### src/rtl/game_raster_scaler.sv
// VGA timing generator that maps the physical beam onto a centred,
// integer-upscaled game window and emits game-pixel coordinates and strobes.
module game_raster_scaler #(
  parameter int H_ACTIVE = 640,
  parameter int H_FP     = 16,
  parameter int H_SYNC   = 96,
  parameter int H_BP     = 48,
  parameter int V_ACTIVE = 480,
  parameter int V_FP     = 10,
  parameter int V_SYNC   = 2,
  parameter int V_BP     = 33,
  parameter int GAME_W   = 224,
  parameter int GAME_H   = 288,
  parameter int SCALE    = 1,
  parameter int SYNC_NEG = 1
) (
  input  logic                      vga_pix_clk,
  input  logic                      rst,
  output logic                      hsync,
  output logic                      vsync,
  output logic                      vga_de,
  output logic [$clog2(GAME_W)-1:0] sx,
  output logic [$clog2(GAME_H)-1:0] sy,
  output logic                      game_pix_stb,
  output logic                      frame_stb,
  output logic                      display_enabled
);

  localparam int H_TOTAL = H_ACTIVE + H_FP + H_SYNC + H_BP;
  localparam int V_TOTAL = V_ACTIVE + V_FP + V_SYNC + V_BP;
  localparam int H_OFF   = (H_ACTIVE - GAME_W * SCALE) / 2;
  localparam int V_OFF   = (V_ACTIVE - GAME_H * SCALE) / 2;
  localparam int HCW     = $clog2(H_TOTAL);
  localparam int VCW     = $clog2(V_TOTAL);
  localparam int SW      = (SCALE > 1) ? $clog2(SCALE) : 1;
  localparam int XW      = $clog2(GAME_W);
  localparam int YW      = $clog2(GAME_H);

  localparam logic [HCW-1:0] H_LAST = HCW'(H_TOTAL - 1);
  localparam logic [HCW-1:0] H_ACT  = HCW'(H_ACTIVE);
  localparam logic [HCW-1:0] H_LO   = HCW'(H_OFF);
  localparam logic [HCW-1:0] H_HI   = HCW'(H_OFF + GAME_W * SCALE);
  localparam logic [HCW-1:0] HS_LO  = HCW'(H_ACTIVE + H_FP);
  localparam logic [HCW-1:0] HS_HI  = HCW'(H_ACTIVE + H_FP + H_SYNC);

  localparam logic [VCW-1:0] V_LAST = VCW'(V_TOTAL - 1);
  localparam logic [VCW-1:0] V_ACT  = VCW'(V_ACTIVE);
  localparam logic [VCW-1:0] V_LO   = VCW'(V_OFF);
  localparam logic [VCW-1:0] V_HI   = VCW'(V_OFF + GAME_H * SCALE);
  localparam logic [VCW-1:0] VS_LO  = VCW'(V_ACTIVE + V_FP);
  localparam logic [VCW-1:0] VS_HI  = VCW'(V_ACTIVE + V_FP + V_SYNC);

  localparam logic [SW-1:0] S_LAST = SW'(SCALE - 1);
  localparam logic [XW-1:0] X_LAST = XW'(GAME_W - 1);
  localparam logic [YW-1:0] Y_LAST = YW'(GAME_H - 1);
  localparam logic          SYNC_ON = (SYNC_NEG != 0) ? 1'b0 : 1'b1;

  if (SCALE < 1 || SCALE > 4 ||
      GAME_W * SCALE > H_ACTIVE ||
      GAME_H * SCALE > V_ACTIVE) begin : g_bad_cfg
    $error("game_raster_scaler: window does not fit or SCALE out of range");
  end

  logic [HCW-1:0] h_q, h_d;
  logic [VCW-1:0] v_q, v_d;
  logic [SW-1:0]  hsub_q, hsub_d;
  logic [SW-1:0]  vsub_q, vsub_d;
  logic [XW-1:0]  gx_q, gx_d;
  logic [YW-1:0]  gy_q, gy_d;

  logic h_end, v_end;
  logic hwin, vwin, win;

  always_comb begin
    h_end  = (h_q == H_LAST);
    v_end  = (v_q == V_LAST);
    hwin   = (h_q >= H_LO) && (h_q < H_HI);
    vwin   = (v_q >= V_LO) && (v_q < V_HI);
    win    = hwin && vwin;
    h_d    = h_end ? '0 : h_q + 1'b1;
    v_d    = v_q;
    hsub_d = hsub_q;
    gx_d   = gx_q;
    vsub_d = vsub_q;
    gy_d   = gy_q;
    if (h_end) begin
      v_d = v_end ? '0 : v_q + 1'b1;
    end
    // Column state is primed one clock early so it is valid at h=H_OFF.
    if (h_d == H_LO) begin
      hsub_d = '0;
      gx_d   = '0;
    end else if (hwin) begin
      if (hsub_q == S_LAST) begin
        hsub_d = '0;
        if (gx_q != X_LAST) gx_d = gx_q + 1'b1;
      end else begin
        hsub_d = hsub_q + 1'b1;
      end
    end
    if (h_end) begin
      if (v_d == V_LO) begin
        vsub_d = '0;
        gy_d   = '0;
      end else if (vwin) begin
        if (vsub_q == S_LAST) begin
          vsub_d = '0;
          if (gy_q != Y_LAST) gy_d = gy_q + 1'b1;
        end else begin
          vsub_d = vsub_q + 1'b1;
        end
      end
    end
  end

  always_ff @(posedge vga_pix_clk or negedge rst) begin
    if (!rst) begin
      h_q    <= '0;
      v_q    <= '0;
      hsub_q <= '0;
      vsub_q <= '0;
      gx_q   <= '0;
      gy_q   <= '0;
    end else begin
      h_q    <= h_d;
      v_q    <= v_d;
      hsub_q <= hsub_d;
      vsub_q <= vsub_d;
      gx_q   <= gx_d;
      gy_q   <= gy_d;
    end
  end

  always_ff @(posedge vga_pix_clk or negedge rst) begin
    if (!rst) begin
      hsync           <= ~SYNC_ON;
      vsync           <= ~SYNC_ON;
      vga_de          <= 1'b0;
      sx              <= '0;
      sy              <= '0;
      game_pix_stb    <= 1'b0;
      frame_stb       <= 1'b0;
      display_enabled <= 1'b0;
    end else begin
      hsync <= (h_q >= HS_LO && h_q < HS_HI) ? SYNC_ON : ~SYNC_ON;
      vsync <= (v_q >= VS_LO && v_q < VS_HI) ? SYNC_ON : ~SYNC_ON;
      vga_de          <= (h_q < H_ACT) && (v_q < V_ACT);
      sx              <= win ? gx_q : '0;
      sy              <= win ? gy_q : '0;
      game_pix_stb    <= win && hsub_q == '0 && vsub_q == '0;
      frame_stb       <= win && gx_q == '0 && gy_q == '0 &&
                         hsub_q == '0 && vsub_q == '0;
      display_enabled <= win;
    end
  end

endmodule

### config.mk
export PLATFORM = sky130hd
export DESIGN_NAME = game_raster_scaler
export DESIGN_NICKNAME = d
export VERILOG_FILES = /design/src/rtl/game_raster_scaler.sv
export SDC_FILE = /design/constraint.sdc
export NUM_CORES = 1
export LEC_CHECK = 0
export BUFFER_PORTS_ARGS = -buffer_cell sky130_fd_sc_hd__buf_2
export CAP_MARGIN = 40
export CORE_MARGIN = 1
export CORE_UTILIZATION = 45
export DETAILED_ROUTE_END_ITERATION = 8
export GPL_TIMING_DRIVEN = 1
export PLACE_DENSITY = 0.73
export SYNTH_ARGS = -nofsm -noshare
export SYNTH_HDL_FRONTEND = slang
export SYNTH_SLANG_ARGS = --single-unit
export TNS_END_PERCENT = 10
### constraint.sdc
create_clock -name vga_pix_clk -period 5.8 [get_ports vga_pix_clk]
set_input_delay 1.16 -clock vga_pix_clk [delete_from_list [all_inputs] [get_ports vga_pix_clk]]
set_output_delay 1.16 -clock vga_pix_clk [all_outputs]
set_load 0.005 [all_outputs]
* Word-level counts from Yosys, hierarchy flattened
Index checks and enable logic that the tools add are counted.
** Word-level totals
- Output and inout port bits :: 23
- Register bits after elaboration :: 62
- Latch bits :: 0
- Memories :: 0
- Memory bits (read-only) :: 0
- Memory bits (writable) :: 0
- Input port bits :: 2
** Operators by class
- $add $sub $neg :: 6
- Equal/unequal tests :: 8
- Shifts and indexed selects :: 0
- Muxes and demuxes :: 21
- Magnitude comparators :: 10
- Div/mod/pow operators :: 0
- Multiply operators :: 0
- Reduce and logical (&&, ||, !) cells :: 21
- Bitwise logic cells :: 2
** Operator list (number)
- $mux W9 :: 5
- $lt A10 B9 Y1 const B :: 4
- $mux W8 :: 5
- $mux W10 :: 3
- $add A10 B1 Y10 const B :: 2
- $eq A10 B10 Y1 const B :: 2
- $lt A10 B10 Y1 const B :: 2
- $logic_and A1 B1 Y1 :: 12
- $eq A10 B7 Y1 const B :: 1
- $eq A10 B8 Y1 const B :: 1
- $ge A10 B10 Y1 const B :: 1
- $ge A10 B7 Y1 const B :: 1
- $ge A10 B8 Y1 const B :: 1
- $ge A10 B9 Y1 const B :: 1
- $add A9 B1 Y9 const B :: 1
- $logic_not A9 Y1 :: 1
- $ne A9 B9 Y1 const B :: 1
- $add A8 B1 Y8 const B :: 1
- $logic_not A8 Y1 :: 1
- $mux W1 :: 8
- $ne A8 B8 Y1 const B :: 1
- $reduce_bool A2 Y1 :: 4
- $ne A2 B1 Y1 const B :: 2
- $reduce_and A4 Y1 :: 1
- 4 further kinds :: 6

* Depth between registers and ports, before layout
- Depth after elaboration :: 7
- Mapped depth :: 9
- Mapped depth without buffers :: 7

* Worst setup path after synthesis
OpenSTA, ideal clock, no wires.
- Kind :: flip-flop to flip-flop
- Start point :: register h_q[0]
- End point :: register gy_q[2]
- Cell stages (with the launch flop) :: 8
- Arrival :: 2312 ps
- Period minus slack after synthesis :: 2444 ps
- Required time :: 5668 ps
- Path slack :: 3356 ps
- Path buffers :: 0
- Setup time :: 132 ps
- Cell sequence :: dfrtp_1 ha_1 nand4_4 or4_1 nor4_1 o221ai_2 nor3_4 o21ai_1
** Between the ends
- Longest elaborated chain between the ends :: 5
** RTL lines
- start, declared :: line 64 : logic [HCW-1:0] h_q, h_d;
- start signal, assigned :: line 118 : h_q <= '0;
- start signal, assigned :: line 125 : h_q <= h_d;
- $eq A10 B10 Y1 * :: line 75 : h_end = (h_q == H_LAST);
- $mux W10 :: line 86 : if (h_end) begin
- $eq A10 B7 Y1 :: line 102 : if (v_d == V_LO) begin
- $ne A2 B1 Y1 (no source line) or $reduce_bool A2 Y1 (tied branches)
- $reduce_and A4 Y1 (no source line)
- end signal, assigned :: line 130 : gy_q <= gy_d;
- end, declared :: line 69 : logic [YW-1:0] gy_q, gy_d;
Every way passes the cells marked *; elsewhere a longest branch is shown, timed or not.
A chain may end at the register's enable or synchronous reset.

* Worst setup path in the final report
- Start point :: register h_q[9]
- End point :: register gx_q[3]
** Between the ends
- Longest elaborated chain between the ends :: 5
** RTL lines
- $eq A10 B10 Y1 * :: line 75
- $mux W10 * :: line 80 : h_d = h_end ? '0 : h_q + 1'b1;
- net h_d[3] :: line 64
- $eq A10 B8 Y1 * :: line 90 : if (h_d == H_LO) begin
- $ne A2 B1 Y1 (no source line) or $reduce_bool A2 Y1 (tied branches)
- $reduce_and A3 Y1 (no source line)
- end signal, assigned :: line 129 : gx_q <= gx_d;
- end, declared :: line 68 : logic [XW-1:0] gx_q, gx_d;
Mark *: on every way through the listed nets, which the timed path passes. The rest lies on a longest branch.

==> flow_summary.html <==
<table>
<tr><th>Metric</th><th>Value</th></tr>
<tr><th colspan="2">STA</th></tr>
<tr><td>Tightest Pin Transition</td><td>826 ps</td></tr>
<tr><td>Top achievable clock speed</td><td>0.336 GHz</td></tr>
<tr><td>Setup repair after global routing missed its margin</td><td>false</td></tr>
<tr><td>Final hold violation count</td><td>0</td></tr>
<tr><td>Max Transition Viols Final</td><td>0</td></tr>
<tr><td>Max-slew headroom</td><td>0.446</td></tr>
<tr><td>Tcrit/Tclk final</td><td>0.514</td></tr>
<tr><td>Hold Slack</td><td>548 ps</td></tr>
<tr><td>Shortest clock period the worst path allows after layout</td><td>2980 ps</td></tr>
<tr><td>Fin Setup TNS</td><td>0 ps</td></tr>
<tr><td>Finish-stage setup viols</td><td>0</td></tr>
<tr><td>Clock Skew</td><td>6.33 ps</td></tr>
<tr><th colspan="2">Worst setup path</th></tr>
<tr><td>Launching element type of the critical path</td><td>register</td></tr>
<tr><td>Endpoint class of the critical path</td><td>register</td></tr>
<tr><td>Required time of the worst setup path</td><td>5990 ps</td></tr>
<tr><td>Dominant cell type by count on the critical path</td><td>sky130_fd_sc_hd__nor2_1</td></tr>
<tr><td>Cell with the largest stage delay on the worst path</td><td>sky130_fd_sc_hd__nor3_2</td></tr>
<tr><td>Critical Setup Path Class</td><td>reg -&gt; reg</td></tr>
<tr><td>Biggest cell delay along the critical path</td><td>670 ps</td></tr>
<tr><td>Crit path DAT</td><td>3180 ps</td></tr>
<tr><td>CP top delay family</td><td>simple AND/OR/NAND/NOR gates</td></tr>
<tr><td>Cells along the critical path</td><td>or3b_1 -&gt; nor3_2 -&gt; nor2_1 -&gt; nand4b_1 -&gt; nor4b_2 -&gt; nor2_1</td></tr>
<tr><td>Maximum fanout along the worst path</td><td>14</td></tr>
<tr><td>Number of buffer and inverter instances along the worst setup path</td><td>0</td></tr>
<tr><th colspan="2">Clocking</th></tr>
<tr><td>CTS resizes</td><td>0</td></tr>
<tr><td>Clock latency at the later pin of the worst-skew pair</td><td>340 ps</td></tr>
<tr><td>Maximum count of clock buffers along a single path</td><td>2</td></tr>
<tr><td>Total number of H-tree levels</td><td>3</td></tr>
<tr><td>Root Buffer</td><td>sky130_fd_sc_hd__clkbuf_8</td></tr>
<tr><td>Clk sinks</td><td>59</td></tr>
<tr><td>Number of buffers inserted during clock tree synthesis</td><td>9</td></tr>
<tr><td>Clock transition at path regs</td><td>70 ps</td></tr>
<tr><td>Cts-stage hold buffer count</td><td>0</td></tr>
<tr><td>TritonCTS clock tree</td><td>done</td></tr>
<tr><td>Post-CTS Setup Repair Bufs</td><td>0</td></tr>
<tr><th colspan="2">Global routing</th></tr>
<tr><td>Total Routing Usage GR</td><td>0.194</td></tr>
<tr><td>Wire length of the first global-routing pass</td><td>10900 um</td></tr>
<tr><td>Met3 track utilization from global routing</td><td>0.0409</td></tr>
<tr><td>Number of global-route vias before repair</td><td>2220</td></tr>
<tr><td>Antenna violations before repair</td><td>0</td></tr>
<tr><td>Most Used Layer, Global Route</td><td>met2</td></tr>
<tr><td>GR met2 Demand/Resource</td><td>0.284</td></tr>
<tr><td>Largest net degree at the start of global routing</td><td>60</td></tr>
<tr><td>Overflow left after global routing</td><td>0</td></tr>
<tr><td>Global routing usage on met1</td><td>0.277</td></tr>
<tr><th colspan="2">Floorplan</th></tr>
<tr><td>Die area</td><td>0.00723 sq mm</td></tr>
<tr><td>Area of the core</td><td>0.00649 sq mm</td></tr>
<tr><td>Die Height</td><td>85.0 um</td></tr>
<tr><td>Ports</td><td>25</td></tr>
<tr><td>Die width</td><td>85.0 um</td></tr>
<tr><td>Starting Density</td><td>0.477</td></tr>
<tr><td>Number of core rows</td><td>29</td></tr>
<tr><th colspan="2">Synth</th></tr>
<tr><td>Gate Count Post-Synth</td><td>321</td></tr>
<tr><td>Proportion of synthesized flip-flops having asynchronous set or reset</td><td>1.00</td></tr>
<tr><td>Area of the mapped netlist</td><td>0.00310 sq mm</td></tr>
<tr><td>Number of warnings reported in the yosys synthesis log</td><td>0</td></tr>
<tr><td>Register bit total from synthesis</td><td>59</td></tr>
<tr><td>EDFF count, synth</td><td>0</td></tr>
<tr><td>Mapped Nets</td><td>332</td></tr>
<tr><td>Main flop type after synthesis</td><td>sky130_fd_sc_hd__dfrtp_1</td></tr>
<tr><td>Post-synthesis cell type count</td><td>52</td></tr>
<tr><td>Seq/Total Area, Yosys</td><td>0.477</td></tr>
<tr><td>Avg Cell Area, Syn</td><td>9.66 sq um</td></tr>
<tr><th colspan="2">Finish</th></tr>
<tr><td>Number of antenna repair diodes</td><td>0</td></tr>
<tr><td>Commonest non-fill, non-tap cells in the layout</td><td>57 x sky130_fd_sc_hd__dfrtp_1, 24 x sky130_fd_sc_hd__nor2_1, 24 x sky130_fd_sc_hd__buf_2</td></tr>
<tr><td>Final net count</td><td>350</td></tr>
<tr><td>Post-route standard cell area excluding fillers</td><td>0.00341 sq mm</td></tr>
<tr><td>Area Growth Syn to Fin</td><td>10.1%</td></tr>
<tr><td>Share of final-layout standard cells stronger than drive strength 1</td><td>0.148</td></tr>
<tr><td>Post-route core utilization</td><td>0.526</td></tr>
<tr><td>Count of filler cells inserted in the layout</td><td>556</td></tr>
<tr><td>Most common cell after layout, fill and taps aside</td><td>sky130_fd_sc_hd__dfrtp_1</td></tr>
<tr><th colspan="2">Placed design</th></tr>
<tr><td>Post-DP HPWL</td><td>4230 um</td></tr>
<tr><td>Gp weighted congestion</td><td>0.814</td></tr>
<tr><td>Area after DPL</td><td>0.00325 sq mm</td></tr>
<tr><td>Count of input and output buffers</td><td>24</td></tr>
<tr><th colspan="2">Drt</th></tr>
<tr><td>Total number of vias</td><td>2452</td></tr>
<tr><td>Number of design rule violations left after detail routing</td><td>0</td></tr>
<tr><td>Wire per inst</td><td>14.9 um</td></tr>
<tr><td>Detailed-route wire length</td><td>6290 um</td></tr>
<tr><td>1st-pass router iterations</td><td>5</td></tr>
<tr><td>Initial detailed-routing violation count</td><td>188</td></tr>
<tr><td>Post-detailed-route via-to-cell ratio</td><td>5.82</td></tr>
<tr><td>Post-route antenna net violation count</td><td>0</td></tr>
<tr><th colspan="2">Power and ir drop</th></tr>
<tr><td>Reported leakage power</td><td>1.49 nW</td></tr>
<tr><td>Cell Pwr Density</td><td>215 mW/mm^2</td></tr>
<tr><td>Worst vdd rail ir drop</td><td>106 uV</td></tr>
<tr><td>Total power of the final layout</td><td>0.734 mW</td></tr>
<tr><th colspan="2">Flow run</th></tr>
<tr><td>Max_cap viols</td><td>0</td></tr>
<tr><th colspan="2">Hold path</th></tr>
<tr><td>Class of the most critical hold timing path</td><td>reg -&gt; reg</td></tr>
<tr><th colspan="2">Status</th></tr>
<tr><td>Status</td><td>complete, no violations</td></tr>
</table>
## Yosys cell counts, types with 2 or more instances
cell,instances,area (sq um)
sky130_fd_sc_hd__a211oi_1,4,30.0
sky130_fd_sc_hd__a21oi_1,5,25.0
sky130_fd_sc_hd__a22o_1,3,26.3
sky130_fd_sc_hd__a31oi_1,2,12.5
sky130_fd_sc_hd__and2_1,13,81.3
sky130_fd_sc_hd__and3_1,5,31.3
sky130_fd_sc_hd__and4_1,3,26.3
sky130_fd_sc_hd__buf_2,4,20.0
sky130_fd_sc_hd__clkbuf_1,14,52.6
sky130_fd_sc_hd__dfrtp_1,57,1430
sky130_fd_sc_hd__dfstp_2,2,52.6
sky130_fd_sc_hd__ha_1,9,113
sky130_fd_sc_hd__inv_1,18,67.6
sky130_fd_sc_hd__nand2_1,17,63.8
sky130_fd_sc_hd__nand2b_1,3,18.8
sky130_fd_sc_hd__nand3_1,17,85.1
sky130_fd_sc_hd__nand4_1,8,50.1
sky130_fd_sc_hd__nand4b_1,4,35.0
sky130_fd_sc_hd__nor2_1,24,90.1
sky130_fd_sc_hd__nor3_1,22,110
sky130_fd_sc_hd__nor4_1,10,62.6
sky130_fd_sc_hd__nor4b_1,2,17.5
sky130_fd_sc_hd__o21ai_0,19,95.1
sky130_fd_sc_hd__o21ai_1,5,25.0
sky130_fd_sc_hd__o22ai_1,2,12.5
sky130_fd_sc_hd__o31ai_1,3,22.5
sky130_fd_sc_hd__or3_1,3,18.8
sky130_fd_sc_hd__or4_1,2,15.0
sky130_fd_sc_hd__xnor2_1,14,123
sky130_fd_sc_hd__xor2_1,5,43.8
## metrics by stage
step	setup slack, ps	std cells
5_1_grt	2480	421
3_3_place_gp	2980	404
2_1_floorplan	3360	321
3_5_place_dp	2830	405
6_report	2820	421
4_1_cts	2810	421
## area by class of cell
cell class,count,area (sq um),share of cell area
clock inverters,5,30.0,0.00880
clock buffers,11,131,0.0385
flip-flops and latches,59,1480,0.433
well taps,77,96.3,0.0282
repair buffers,26,135,0.0396
multi-input cells,225,1470,0.432
inverters,18,67.6,0.0198
## layer usage
layer  share of wire  wire length (um)  up-vias
met5               0                 0        -
li1                -                 -     1188
met3           0.049               306       12
met1            0.47              2970     1180
met4           0.016                99        0
met2            0.46              2920       72
## kinds of logic (layout without fill, tap and decap cells)
group,count (synthesis),after routing,share of synthesized area
adder cells (fa/ha/maj),9,9,0.0363
AND/OR/NAND/NOR,142,142,0.266
multiplexers,2,2,0.00686
flip-flops,59,59,0.477
buffers and inverters,37,60,0.0476
AO/OA/AOI/OAI,53,53,0.113
XOR/XNOR,19,19,0.0537
## power by group
group	switching, mW	internal (mW)	leakage (nW)
combinational	0.00762	0.000670	0.611
clock	0.161	0.153	0.0791
sequential	0	0.412	0.798
total	0.169	0.565	1.49
## path summary, 6_finish.rpt
check,startpoint,end,slack [ps],depth (start not counted)
max,h_q[9],gx_q[3],2820,6
max in group asynchronous,rst,v_q[7],4350,2
min,h_q[0],h_q[0],550,1
min in group asynchronous,rst,v_q[3],950,2
min reg2reg,h_q[0],h_q[0],550,1
max reg2reg,h_q[9],gx_q[3],2820,6
## worst reg2reg max path: stages, from the launching register on
cell and delay, ps:
sky130_fd_sc_hd__dfrtp_1 500, sky130_fd_sc_hd__or3b_1 520, sky130_fd_sc_hd__nor3_2 670, sky130_fd_sc_hd__nor2_1 150, sky130_fd_sc_hd__nand4b_1 240, sky130_fd_sc_hd__nor4b_2 610
sky130_fd_sc_hd__nor2_1 150
## registers in the layout (all words and copies together) (netlist names)
| signal | count |
|---|---|
| gy_q | 9 |
| hsync | 1 |
| sy | 9 |
| frame_stb | 1 |
| vga_de | 1 |
| vsync | 1 |
| h_q | 10 |
| v_q | 10 |
| sx | 8 |
| gx_q | 8 |
| display_enabled | 1 |
Note: power is estimated with default switching activity, not from simulation.
